==> src/rtl/scoreboard_hazard_unit.sv <==
// rtl/scoreboard_hazard_unit.sv - per-register latency scoreboard with stall/flush control
module scoreboard_hazard_unit #(
  parameter int NUM_REGS   = 32,
  parameter int REG_ADDR_W = $clog2(NUM_REGS),
  parameter int CNT_W      = 4,
  parameter int PERF_W     = 32
) (
  input  logic                  clock,
  input  logic                  reset,
  input  logic                  issue_valid_id,
  input  logic [REG_ADDR_W-1:0] rs1_id,
  input  logic [REG_ADDR_W-1:0] rs2_id,
  input  logic                  rs1_used_id,
  input  logic                  rs2_used_id,
  input  logic [REG_ADDR_W-1:0] rd_id,
  input  logic                  reg_we_id,
  input  logic [CNT_W-1:0]      latency_id,
  input  logic                  multicycle_id,
  input  logic                  mc_done,
  input  logic [REG_ADDR_W-1:0] mc_rd,
  input  logic                  branch_taken,
  input  logic                  interrupt,
  input  logic                  flush_all,
  output logic                  stall_if,
  output logic                  stall_id,
  output logic                  stall_ex,
  output logic                  stall_mem,
  output logic                  stall_wb,
  output logic                  flush_id,
  output logic                  flush_ex,
  output logic                  flush_mem,
  output logic                  flush_wb,
  output logic                  mc_busy,
  output logic [PERF_W-1:0]     stall_count
);

  // Remaining bubbles before each register's fixed-latency result is usable.
  logic [CNT_W-1:0]    cnt [NUM_REGS];
  // Register awaits a result from the iterative unit.
  logic [NUM_REGS-1:0] mc_pend;

  logic raw_1;
  logic raw_2;
  logic waw;
  logic struct_hz;
  logic hz;
  logic issue;
  logic issue_fixed_wr;
  logic issue_mc_wr;

  // Hazard detection from registered scoreboard state; mc_done releases only the structural term.
  always_comb begin
    raw_1     = rs1_used_id && (rs1_id != '0) && ((cnt[rs1_id] != '0) || mc_pend[rs1_id]);
    raw_2     = rs2_used_id && (rs2_id != '0) && ((cnt[rs2_id] != '0) || mc_pend[rs2_id]);
    waw       = reg_we_id && (rd_id != '0) && mc_pend[rd_id];
    struct_hz = multicycle_id && mc_busy && !mc_done;
    hz        = issue_valid_id && (raw_1 || raw_2 || waw || struct_hz);
  end

  // Per-stage stall/flush lines; a full flush overrides the ID stall.
  always_comb begin
    stall_if       = hz && !flush_all;
    stall_id       = hz && !flush_all;
    stall_ex       = interrupt;
    stall_mem      = interrupt;
    stall_wb       = interrupt;
    flush_id       = branch_taken || interrupt || flush_all;
    flush_ex       = (hz && !flush_all) || flush_all;
    flush_mem      = flush_all;
    flush_wb       = flush_all;
    issue          = issue_valid_id && !stall_id && !flush_id;
    issue_fixed_wr = issue && reg_we_id && (rd_id != '0) && !multicycle_id;
    issue_mc_wr    = issue && reg_we_id && (rd_id != '0) && multicycle_id;
  end

  // Scoreboard update: issue writes beat decrement, mc set beats mc_done clear.
  always_ff @(posedge clock or negedge reset) begin
    if (!reset) begin
      for (int r = 0; r < NUM_REGS; r++) cnt[r] <= '0;
      mc_pend <= '0;
      mc_busy <= 1'b0;
    end else if (flush_all) begin
      for (int r = 0; r < NUM_REGS; r++) cnt[r] <= '0;
      mc_pend <= '0;
      mc_busy <= 1'b0;
    end else begin
      for (int r = 0; r < NUM_REGS; r++) begin
        if (issue_fixed_wr && (rd_id == REG_ADDR_W'(r))) begin
          cnt[r] <= latency_id;
        end else if (!interrupt && (cnt[r] != '0)) begin
          cnt[r] <= cnt[r] - CNT_W'(1);
        end
        if (issue_mc_wr && (rd_id == REG_ADDR_W'(r))) begin
          mc_pend[r] <= 1'b1;
        end else if (mc_done && (mc_rd != '0) && (mc_rd == REG_ADDR_W'(r))) begin
          mc_pend[r] <= 1'b0;
        end
      end
      if (issue && multicycle_id) begin
        mc_busy <= 1'b1;
      end else if (mc_done) begin
        mc_busy <= 1'b0;
      end
    end
  end

  // Saturating count of ID stall cycles; survives flush_all.
  always_ff @(posedge clock or negedge reset) begin
    if (!reset) begin
      stall_count <= '0;
    end else if (stall_id && (stall_count != '1)) begin
      stall_count <= stall_count + PERF_W'(1);
    end
  end

endmodule

==> config.mk <==
export PLATFORM = sky130hd
export DESIGN_NAME = scoreboard_hazard_unit
export DESIGN_NICKNAME = d
export VERILOG_FILES = /design/src/rtl/scoreboard_hazard_unit.sv
export SDC_FILE = /design/constraint.sdc
export NUM_CORES = 1
export LEC_CHECK = 0
export BUFFER_PORTS_ARGS = -buffer_cell sky130_fd_sc_hd__buf_4
export CAP_MARGIN = 10
export CORE_UTILIZATION = 40
export CTS_CLUSTER_SIZE = 28
export DETAILED_ROUTE_END_ITERATION = 10
export SYNTH_ARGS = -nofsm -noshare
export SYNTH_HDL_FRONTEND = slang
export SYNTH_SLANG_ARGS = --single-unit
==> constraint.sdc <==
create_clock -name clock -period 5.1 [get_ports clock]
set_input_delay 1.02 -clock clock [delete_from_list [all_inputs] [get_ports clock]]
set_output_delay 1.02 -clock clock [all_outputs]
set_load 0.02 [all_outputs]
==> load_flow_metrics.sql, run 1 <==
INSERT INTO impl_metrics (metric_group, metric, value, unit) VALUES
('sta', 'max_freq', '0.214', 'GHz'),
('global_routing', 'grt.busiest_layer', 'met2', ''),
('global_routing', 'globalRouteMet2Util', '37.1', '%'),
('floorplan', 'fp.dieH', '182', 'µm'),
('power', 'vdd_ir_drop_max', '0.245', 'mV'),
('setup_path', 'criticalPathCategory', 'reg2out', ''),
('floorplan', 'placement_rows', '65', ''),
('global_routing', 'grt_remaining_overflow', '0', ''),
('global_routing', 'grt_pass1_vias', '11100', ''),
('detailed_routing', 'detailedRoute.firstPassIterationCount', '5', ''),
('yosys', 'synthDistinctLibCells', '64', ''),
('setup_path', 'worstSetupEndpointType', 'output port', ''),
('sta', 'setup-violations-final', '0', ''),
('power', 'switch_share', '43.4', '%'),
('yosys', 'synth.cells.most_frequent', 'dfrtp_1, nand2_1, nor3_1, nor2_1, xnor2_1', ''),
('yosys', 'synth_warnings', '0', ''),
('clock_network', 'clkSlewWorstSetupHoldPaths', '0.08', 'ns'),
('yosys', 'netlist_instances', '1516', ''),
('yosys', 'synth-main-ff-cell', 'dfrtp_1', ''),
('place', 'io_buffers', '76', ''),
('yosys', 'cell_type_contributing_the_most_total_cell_area_after_synthesis', 'dfrtp_1', ''),
('setup_path', 'worst-endpoint-required', '4.08', 'ns'),
('setup_path', 'cp_data_arrival_time', '3.65', 'ns'),
('power', 'comb_power_share', '50.6', '%'),
('power', 'p_int', '0.00433', 'W'),
('detailed_routing', 'route.detailed.vias_per_inst', '5.88', ''),
('global_routing', 'grt_max_degree', '107', ''),
('sta', 'report.final.slew_viol_count', '0', ''),
('finish', 'layout-drive-gt1-share', '11.3', '%'),
('power', 'p_per_area', '535', 'nW/µm²'),
('yosys', 'mappedNetlistArea', '12900', 'µm²'),
('floorplan', 'initial_core_util', '40.8', '%'),
('outcome', 'outcome', 'complete, no violations', ''),
('clock_network', 'cts.htree.levels', '4', ''),
('clock_network', 'cts_max_path_buffers', '2', ''),
('clock_network', 'clock-sinks', '193', ''),
('min_path', 'holdCritPathClass', 'reg2reg', ''),
('clock_network', 'post_cts_hold_buffer_count', '0', ''),
('finish', 'num_antenna_cells', '0', ''),
('clock_network', 'cts_tree', 'done', ''),
('clock_network', 'postCtsResizedCells', '0', ''),
('detailed_routing', 'drcViolationCount', '0', ''),
('finish', 'fillCellCount', '3116', ''),
('yosys', 'synth.top_cell.area_share', '37.3', '%'),
('sta', 'worst_slew_pin_slew', '1.02', 'ns'),
('sta', 'slew_headroom', '31.8', '%'),
('yosys', 'synth_area_per_cell', '8.54', 'µm²'),
('clock_network', 'cts_inserted_buffers', '17', ''),
('yosys', 'synth_sequential_area_ratio', '37.3', '%'),
('sta', 'final_layout_setup_total_negative_slack', '0', 'ns'),
('setup_path', 'crit_path_max_fanout', '3', ''),
('sta', 'timing.clock.skew', '0.0145', 'ns'),
('power', 'p_leak', '5.90', 'nW'),
('floorplan', 'die_w', '182', 'µm'),
('yosys', 'synth_edf_count', '0', ''),
('sta', 'finalHoldViolations', '0', ''),
('global_routing', 'gr_util_all_layers', '23.9', '%'),
('yosys', 'library_cell_with_the_highest_instance_count_after_synthesis', 'dfrtp_1', ''),
('floorplan', 'core_area', '31700', 'µm²'),
('sta', 'finalCritPeriodShare', '91.6', '%'),
('sta', 'post-route-min-period', '4.67', 'ns'),
('yosys', 'postSynthRegisterBits', '193', ''),
('power', 'total_switching_power', '0.00332', 'W'),
('detailed_routing', 'detail_route.wirelength', '38.6', 'mm'),
('sta', 'setup_repair_after_global_routing_missed_its_margin', 'no', ''),
('detailed_routing', 'route.detailed.wl_per_inst', '19.9', 'µm'),
('detailed_routing', 'final_antenna_net_count', '0', ''),
('global_routing', 'wire_length_of_the_first_global_routing_pass', '62.2', 'mm'),
('floorplan', 'floorplan.die_area', '33100', 'µm²'),
('floorplan', 'boundaryPins', '77', ''),
('finish', 'finish.net_count', '1621', '');
[cell usage in the layout (no fill, tap or decap), drive strengths merged, types with 7 or more instances in the layout]
cell / count
a211oi: 7
xnor2: 123
nor2: 129
inv: 85
nand3: 70
nand3b: 14
a31o: 28
o21ai: 47
a21oi: 73
ha: 65
nor3: 137
nor4: 55
and3: 22
buf: 88
nor4b: 11
dfrtp: 193
nand2: 151
nand4: 20
or3: 32
o211ai: 28
nand2b: 9
mux4: 12
mux2i: 37
clkbuf: 18
nor2b: 10
[worst max-delay path: stages, from the launching register on]
cell     delay (ns)
dfrtp_1        0.41
nor2_1         0.15
nor4b_1        0.79
a22o_1         0.29
o22ai_1        0.11
o41ai_1        0.46
nor2_1         0.13
or3_4          0.41
nand2_1        0.11
nand2_1        0.13
buf_4          0.22
[kinds of logic after synthesis]
family / share of synthesized area, %
compound gates: 11.1
mux: 5.21
xor+xnor: 8.59
flops: 37.3
buf+inv: 5.55
fa+ha+maj: 6.28
simple gates: 26.0
[flip-flops by register name, indices dropped and copies added, names as in the netlist]
signal,cells
cnt,128
mc_pend,32
stall_count,32
mc_busy,1
[power groups by stage]
stage	Sequential (W)	Combinational [W]	Clock (W)
floorplan	0.00235	0.00297	0
global placement	0.00242	0.00376	0
detailed placement	0.00243	0.00384	0
CTS	0.00240	0.00387	0.00139
global route	0.00247	0.00436	0.00146
finish	0.00241	0.00387	0.00137
[cell type report]
| class | instances | area [µm²] | area share [%] |
|---|---|---|---|
| Multi-Input combinational cell | 1144 | 7400 | 51.8 |
| Sequential cell | 193 | 4830 | 33.8 |
| Timing Repair Buffer | 89 | 687 | 4.81 |
| Tap cell | 402 | 503 | 3.52 |
| Clock buffer | 17 | 425 | 2.98 |
| Inverter | 76 | 285 | 2.00 |
| Clock inverter | 15 | 165 | 1.16 |
[routing by layer]
metal,share of wire [%],wire (µm),vias to the layer above
met3,6.6,2530,59
li1,-,-,5376
met1,46,17800,5569
met5,0,0,-
met4,2.1,808,0
met2,45,17400,387
[per-stage QoR]
| stage | setup WS, ns | instance area (µm²) | hold WS (ns) | instances | util, % |
|---|---|---|---|---|---|
| global route | 0.233 | 14300 | 0.525 | 1936 | 45.1 |
| global placement | 0.604 | 13700 | 0.478 | 1904 | 43.2 |
| CTS | 0.487 | 14300 | 0.501 | 1936 | 45.1 |
| floorplan | 0.0492 | 12900 | 0.477 | 1516 | - |
| finish | 0.428 | 14300 | 0.500 | 1936 | 45.1 |
| detailed placement | 0.552 | 13700 | 0.487 | 1904 | 43.2 |
[path summary, 6_finish.rpt]
kind | start | to | slack [ns] | cells past startpoint
worst min-delay path | stall_count[12] | stall_count[12] | 0.50 | 1
worst max register to register | cnt[82] | stall_count[1] | 0.86 | 11
worst min register to register | stall_count[12] | stall_count[12] | 0.50 | 1
min in group asynchronous | reset | cnt[125] | 0.60 | 1
worst max-delay path | cnt[82] | flush_ex | 0.43 | 10
max in group asynchronous | reset | mc_pend[8] | 3.49 | 2
No activity file was read; power rests on OpenSTA's default activity.
==> run 2: changes to the inputs <==
--- a/config.mk
+++ b/config.mk
@@ -10,6 +10,7 @@
 export CORE_UTILIZATION = 40
 export CTS_CLUSTER_SIZE = 28
 export DETAILED_ROUTE_END_ITERATION = 10
+export REMOVE_ABC_BUFFERS = 1
 export SYNTH_ARGS = -nofsm -noshare
 export SYNTH_HDL_FRONTEND = slang
 export SYNTH_SLANG_ARGS = --single-unit
==> run 2 against run 1 <==
Via count increased by 1.2%. Critical endpoint unchanged. Largest cell class unchanged. Fmax increased by 3.1%. Count of clock-buffer cells in the layout increased by 2. Die area unchanged. Core utilization about the same. Clock skew decreased by 0.0039 ns. Non-clock buffer count increased by 2. Design area about the same. Setup slack improved by 0.14 ns. Final cell count increased by 0.10%. Register-to-register slack improved by 0.25 ns.
==> load_flow_metrics.sql, run 2 (synthesized netlist as in run 1, its figures left out) <==
INSERT INTO impl_metrics (metric_group, metric, value, unit) VALUES
('floorplan', 'die_w', '182', 'µm'),
('detailed_routing', 'route.detailed.vias_per_inst', '5.95', ''),
('floorplan', 'boundaryPins', '77', ''),
('clock_network', 'clkSlewWorstSetupHoldPaths', '0.08', 'ns'),
('min_path', 'holdCritPathClass', 'reg2reg', ''),
('sta', 'setup-violations-final', '0', ''),
('setup_path', 'cpPeakStageDelay', '0.79', 'ns'),
('global_routing', 'grt_remaining_overflow', '0', ''),
('sta', 'post-route-min-period', '4.53', 'ns'),
('global_routing', 'grt_pass1_vias', '11400', ''),
('setup_path', 'worst-endpoint-required', '4.08', 'ns'),
('power', 'report.power.total', '0.00767', 'W'),
('place', 'place_congestion', '0.956', ''),
('detailed_routing', 'vias', '11500', ''),
('detailed_routing', 'detail_route.wirelength', '39.3', 'mm'),
('sta', 'report.final.slew_viol_count', '0', ''),
('sta', 'slew_headroom', '35.4', '%'),
('clock_network', 'postCtsResizedCells', '0', ''),
('setup_path', 'cp_top_family', 'simple AND/OR/NAND/NOR gates', ''),
('place', 'place_ws', '0.721', 'ns'),
('finish', 'num_antenna_cells', '0', ''),
('finish', 'finish.net_count', '1623', ''),
('setup_path', 'max_stage_delay_cell_worst_path', 'nor4b_1', ''),
('floorplan', 'floorplan.die_area', '33100', 'µm²'),
('place', 'dp_hpwl', '26.6', 'mm'),
('setup_path', 'cp_data_arrival_time', '3.51', 'ns'),
('detailed_routing', 'dr.first_iter.drc_count', '884', ''),
('finish', 'mostFrequentLayoutCell', 'dfrtp_1', ''),
('sta', 'final.setup.worst_slack', '0.567', 'ns'),
('clock_network', 'cts_max_path_buffers', '2', ''),
('clock_network', 'clock-sinks', '193', ''),
('sta', 'timing.clock.skew', '0.0106', 'ns'),
('setup_path', 'crit_path_max_fanout', '3', ''),
('clock_network', 'cts_inserted_buffers', '17', ''),
('detailed_routing', 'final_antenna_net_count', '0', ''),
('detailed_routing', 'detailedRoute.firstPassIterationCount', '5', ''),
('global_routing', 'grt_max_degree', '136', ''),
('power', 'p_per_area', '536', 'nW/µm²'),
('setup_path', 'timing.critical_path.mode_cell', 'nand2_1', ''),
('clock_network', 'post-cts-setup-buffers', '0', ''),
('sta', 'max_freq', '0.221', 'GHz'),
('setup_path', 'reg2reg_slack', '1.11', 'ns'),
('finish', 'final_util', '45.1', '%'),
('setup_path', 'critPathLaunchType', 'flip-flop', ''),
('floorplan', 'core_area', '31700', 'µm²'),
('global_routing', 'wire_length_of_the_first_global_routing_pass', '63.3', 'mm'),
('finish', 'layout_common_cells', 'dfrtp_1, nand2_1, nor3_1', ''),
('floorplan', 'placement_rows', '65', ''),
('global_routing', 'gr_util_all_layers', '24.4', '%'),
('finish', 'layout-drive-gt1-share', '11.3', '%'),
('power', 'p_leak', '5.90', 'nW'),
('sta', 'worst_slew_pin_slew', '0.956', 'ns'),
('detailed_routing', 'drcViolationCount', '0', ''),
('clock_network', 'ctsRootBufferMaster', 'clkbuf_16', ''),
('floorplan', 'initial_core_util', '40.8', '%'),
('floorplan', 'fp.dieH', '182', 'µm'),
('power', 'vdd_ir_drop_max', '0.380', 'mV'),
('setup_path', 'worstSetupEndpointType', 'output port', ''),
('clock_network', 'clock_insertion_delay_worst_skew', '0.45', 'ns'),
('global_routing', 'number_of_antenna_violations_at_the_first_check_in_global_routing', '0', ''),
('finish', 'largest_register_ff_count', '128', ''),
('setup_path', 'critical_path.n_buffers_inverters', '1', ''),
('flow_run', 'max-cap-violations', '0', ''),
('sta', 'setup_repair_after_global_routing_missed_its_margin', 'no', ''),
('clock_network', 'post_cts_hold_buffer_count', '0', ''),
('clock_network', 'cts.htree.levels', '4', ''),
('setup_path', 'crit_path_cell_trace', 'nor2_1, nor4b_1, mux4_2, a2bb2oi_1, o2111ai_1, a22o_1, or3_4, nand2_1, nand2_1, buf_4', ''),
('sta', 'finalCritPeriodShare', '88.9', '%'),
('clock_network', 'cts_tree', 'done', ''),
('finish', 'top_regs', 'cnt x128, mc_pend x32, stall_count x32', ''),
('detailed_routing', 'route.detailed.wl_per_inst', '20.3', 'µm'),
('sta', 'finalHoldViolations', '0', ''),
('sta', 'fin_hold_ws', '0.491', 'ns'),
('place', 'io_buffers', '76', ''),
('outcome', 'outcome', 'complete, no violations', ''),
('finish', 'syn2layout_area_growth', '10.5', '%'),
('finish', 'register_with_the_most_flip_flops', 'cnt', ''),
('setup_path', 'criticalPathCategory', 'reg2out', '');
## run 2: cell types whose count changed in the layout (fill, tap and decap cells not counted), moves of 2 or more
cell	change
clkinv_2	+2
clkinv_4	+2
clkinv_8	-3
inv_6	-2
inv_8	-3
## run 2: power breakdown
group	leakage [nW]	internal [W]	total, W	switching (W)
sequential	2.62	0.00198	0.00242	0.000436
clock	0.278	0.000698	0.00135	0.000653
combinational	3.01	0.00171	0.00390	0.00220
total	5.90	0.00439	0.00767	0.00328
## run 2: worst paths after layout
path / from / endpoint / cells past startpoint
setup / recovery: cnt[70] / flush_ex / 10
hold / removal: stall_count[21] / stall_count[21] / 1
setup reg to reg: cnt[70] / cnt[90] / 10
hold reg to reg: stall_count[21] / stall_count[21] / 1
max in group asynchronous: reset / cnt[58] / 2
min in group asynchronous: reset / cnt[100] / 1
## run 2: per-layer routing
layer | share of wire (%) | GRT usage (%) | routed length, µm
met1 | 46 | 34.1 | 18000
met2 | 46 | 38.7 | 17900
met3 | 6.7 | 4.25 | 2640
met4 | 2.0 | 6.99 | 786
met5 | 0 | 0 | 0
## run 2: final cells by class
| type | count | area [µm²] |
|---|---|---|
| fill | 3160 | 17400 |
| multi-input combinational | 1144 | 7400 |
| sequential | 193 | 4830 |
| timing repair buffer | 91 | 714 |
| tap | 402 | 503 |
| clock buffer | 19 | 443 |
| inverter | 76 | 285 |
| clock inverter | 13 | 130 |
## run 2: stage by stage
stage / std cells / setup TNS, ns / cell area, µm²
2_1_floorplan: 1413 / -12.09 / 12500
3_3_place_gp: 1906 / 0 / 13700
3_5_place_dp: 1906 / 0 / 13700
4_1_cts: 1938 / 0 / 14300
5_1_grt: 1938 / 0 / 14300
6_report: 1938 / 0 / 14300
## run 2: worst reg2reg max path, stage by stage (launching register included)
cell and delay (ns):
dfrtp_1 0.41, nor2_1 0.14, nor4b_1 0.79, mux4_2 0.39, a2bb2oi_1 0.16, o2111ai_1 0.15, a22o_1 0.28, or3_4 0.39
buf_12 0.27, or3_1 0.64, a31o_2 0.28
==> run 3: changes to the inputs <==
--- a/config.mk
+++ b/config.mk
@@ -5,9 +5,10 @@
 export SDC_FILE = /design/constraint.sdc
 export NUM_CORES = 1
 export LEC_CHECK = 0
-export BUFFER_PORTS_ARGS = -buffer_cell sky130_fd_sc_hd__buf_4
+export BUFFER_PORTS_ARGS = -buffer_cell sky130_fd_sc_hd__buf_2
 export CAP_MARGIN = 10
 export CORE_UTILIZATION = 40
+export CTS_CLUSTER_DIAMETER = 80
 export CTS_CLUSTER_SIZE = 28
 export DETAILED_ROUTE_END_ITERATION = 10
 export REMOVE_ABC_BUFFERS = 1
==> run 3 against run 2 <==
Critical path depth unchanged. Die area unchanged. Sequential share of layout area increased by 0.52 points. Worst hold slack improved by 0.0037 ns. Sequential power about the same. Routed wire length decreased by 0.92%. Via count decreased by 1.4%. Total power decreased by 1.1%. Non-clock buffer count decreased by 2. Global-route usage about the same. Largest cell class unchanged. Highest routed layer is now met5.
==> load_flow_metrics.sql, run 3 (synthesized netlist as in run 1, its figures left out) <==
INSERT INTO impl_metrics (metric_group, metric, value, unit) VALUES
('place', 'placed_standard_cell_area', '13500', 'µm²'),
('detailed_routing', 'route.detailed.wl_per_inst', '20.1', 'µm'),
('sta', 'timing.clock.skew', '0.0200', 'ns'),
('power', 'switch_share', '43.4', '%'),
('min_path', 'holdCritPathClass', 'reg2reg', ''),
('power', 'power_frac_seq', '31.8', '%'),
('place', 'dpl.cell_count', '1904', ''),
('finish', 'syn2layout_area_growth', '8.84', '%'),
('sta', 'slew_headroom', '31.5', '%'),
('setup_path', 'cp_top_family', 'simple AND/OR/NAND/NOR gates', ''),
('clock_network', 'ctsRootBufferMaster', 'clkbuf_16', ''),
('finish', 'largest_register_ff_count', '128', ''),
('floorplan', 'placement_rows', '65', ''),
('clock_network', 'post_cts_hold_buffer_count', '0', ''),
('sta', 'max_freq', '0.213', 'GHz'),
('clock_network', 'clock-sinks', '193', ''),
('clock_network', 'cts_tree', 'done', ''),
('floorplan', 'core_area', '31700', 'µm²'),
('power', 'p_per_area', '539', 'nW/µm²'),
('setup_path', 'critical_path.n_buffers_inverters', '1', ''),
('detailed_routing', 'vias', '11400', ''),
('clock_network', 'cts.htree.levels', '4', ''),
('sta', 'finalCritPeriodShare', '92.0', '%'),
('floorplan', 'initial_core_util', '40.8', '%'),
('sta', 'report.final.slew_viol_count', '0', ''),
('sta', 'setup_repair_after_global_routing_missed_its_margin', 'no', ''),
('clock_network', 'cts_max_path_buffers', '2', ''),
('sta', 'finalHoldViolations', '0', ''),
('sta', 'fin_hold_ws', '0.495', 'ns'),
('detailed_routing', 'drcViolationCount', '0', ''),
('power', 'p_leak', '5.85', 'nW'),
('setup_path', 'crit_path_max_fanout', '3', ''),
('finish', 'finish.net_count', '1621', ''),
('setup_path', 'critPathLaunchType', 'flip-flop', ''),
('place', 'place_congestion', '0.945', ''),
('outcome', 'outcome', 'complete, no violations', ''),
('setup_path', 'cpPeakStageDelay', '0.79', 'ns'),
('detailed_routing', 'detail_route.wirelength', '38.9', 'mm'),
('detailed_routing', 'final_antenna_net_count', '0', ''),
('detailed_routing', 'dr.first_iter.drc_count', '938', ''),
('setup_path', 'cp_data_arrival_time', '3.67', 'ns'),
('finish', 'mostFrequentLayoutCell', 'dfrtp_1', ''),
('global_routing', 'wire_length_of_the_first_global_routing_pass', '62.8', 'mm'),
('global_routing', 'grt_max_degree', '103', ''),
('detailed_routing', 'detailedRoute.firstPassIterationCount', '5', ''),
('global_routing', 'number_of_antenna_violations_at_the_first_check_in_global_routing', '6', ''),
('floorplan', 'die_w', '182', 'µm'),
('global_routing', 'grt_remaining_overflow', '0', ''),
('setup_path', 'criticalPathCategory', 'reg2out', ''),
('power', 'vdd_ir_drop_max', '0.287', 'mV'),
('sta', 'post-route-min-period', '4.69', 'ns'),
('power', 'total_switching_power', '0.00329', 'W'),
('floorplan', 'fp.dieH', '182', 'µm'),
('finish', 'register_with_the_most_flip_flops', 'cnt', ''),
('detailed_routing', 'route.detailed.vias_per_inst', '5.86', ''),
('finish', 'top_regs', 'cnt x128, mc_pend x32, stall_count x32', ''),
('power', 'report.power.total', '0.00759', 'W'),
('clock_network', 'clkSlewWorstSetupHoldPaths', '0.08', 'ns'),
('clock_network', 'cts_inserted_buffers', '17', ''),
('power', 'p_int', '0.00429', 'W'),
('setup_path', 'worstSetupEndpointType', 'output port', ''),
('setup_path', 'worst-endpoint-required', '4.08', 'ns'),
('finish', 'layout_common_cells', 'dfrtp_1, nand2_1, nor3_1', ''),
('finish', 'layout-drive-gt1-share', '11.2', '%'),
('place', 'io_buffers', '76', ''),
('global_routing', 'grt_pass1_vias', '11200', ''),
('floorplan', 'floorplan.die_area', '33100', 'µm²'),
('finish', 'design_area', '14100', 'µm²'),
('finish', 'finish.cell_count_without_fillers', '1939', ''),
('global_routing', 'gr_util_all_layers', '24.4', '%'),
('clock_network', 'postCtsResizedCells', '0', ''),
('setup_path', 'max_stage_delay_cell_worst_path', 'nor4b_1', ''),
('power', 'power.clock.fraction', '17.6', '%'),
('sta', 'setup-violations-final', '0', ''),
('place', 'dp_hpwl', '26.5', 'mm'),
('flow_run', 'max-cap-violations', '0', ''),
('floorplan', 'boundaryPins', '77', ''),
('clock_network', 'clock_insertion_delay_worst_skew', '0.46', 'ns'),
('power', 'comb_power_share', '50.6', '%'),
('sta', 'worst_slew_pin_slew', '1.02', 'ns'),
('setup_path', 'crit_path_cell_trace', 'nor2_1, nor4b_1, mux4_2, nor3b_1, nor4_1, nor2_1, or3_4, nand2_1, nand2_1, buf_2', ''),
('clock_network', 'post-cts-setup-buffers', '0', '');
==> run 3: area by class of cell <==
type / instances / area (µm²)
diodes: 3 / 7.51
clock buffers: 19 / 443
clock inverters: 13 / 119
fillers: 3147 / 17600
inverters: 76 / 285
multi-input cells: 1144 / 7400
flip-flops and latches: 193 / 4830
well taps: 402 / 503
repair buffers: 89 / 499
==> run 3: worst paths after layout <==
kind                                      from  cells past startpoint  slack (ns)              to
worst min register to register  stall_count[9]                      1        0.50  stall_count[9]
worst max-delay path                   cnt[10]                     10        0.41        flush_ex
worst max register to register         cnt[10]                     10        0.99         cnt[98]
worst min-delay path            stall_count[9]                      1        0.50  stall_count[9]
min in group asynchronous                reset                      1        0.62        cnt[101]
max in group asynchronous                reset                      2        3.45         cnt[55]
==> run 3: power by group through the flow <==
stage | clock network [W] | registers, W | logic (W)
finish | 0.00134 | 0.00241 | 0.00384
global route | 0.00142 | 0.00248 | 0.00436
CTS | 0.00136 | 0.00241 | 0.00383
detailed placement | 0 | 0.00243 | 0.00379
global placement | 0 | 0.00243 | 0.00371
floorplan | 0 | 0.00235 | 0.00287
==> run 3: routing by layer <==
metal  up-vias  routed length (µm)  global-route usage (%)  share of wire (%)
li1       5380                   -                       -                  -
met1      5515               17300                    33.3                 44
met2       392               17400                    37.4                 45
met3        81                3280                    6.80                8.4
met4         4                 947                    8.03                2.4
met5         -                  21                       0              0.054
==> run 3: worst register-to-register path: stages, from the launching register on <==
cell	delay, ns
dfrtp_1	0.41
nor2_1	0.15
nor4b_1	0.79
mux4_2	0.43
nor3b_1	0.05
nor4_1	0.37
nor2_1	0.12
or3_4	0.41
buf_4	0.38
or3_1	0.59
a31o_2	0.29
==> run 3: stage by stage <==
step	setup WS, ns	util (%)	TNS (ns)
2_1_floorplan	-1.30	-	-12.09
3_3_place_gp	0.572	42.6	0
3_5_place_dp	0.558	42.6	0
4_1_cts	0.515	44.4	0
5_1_grt	0.266	44.4	0
6_report	0.407	44.4	0
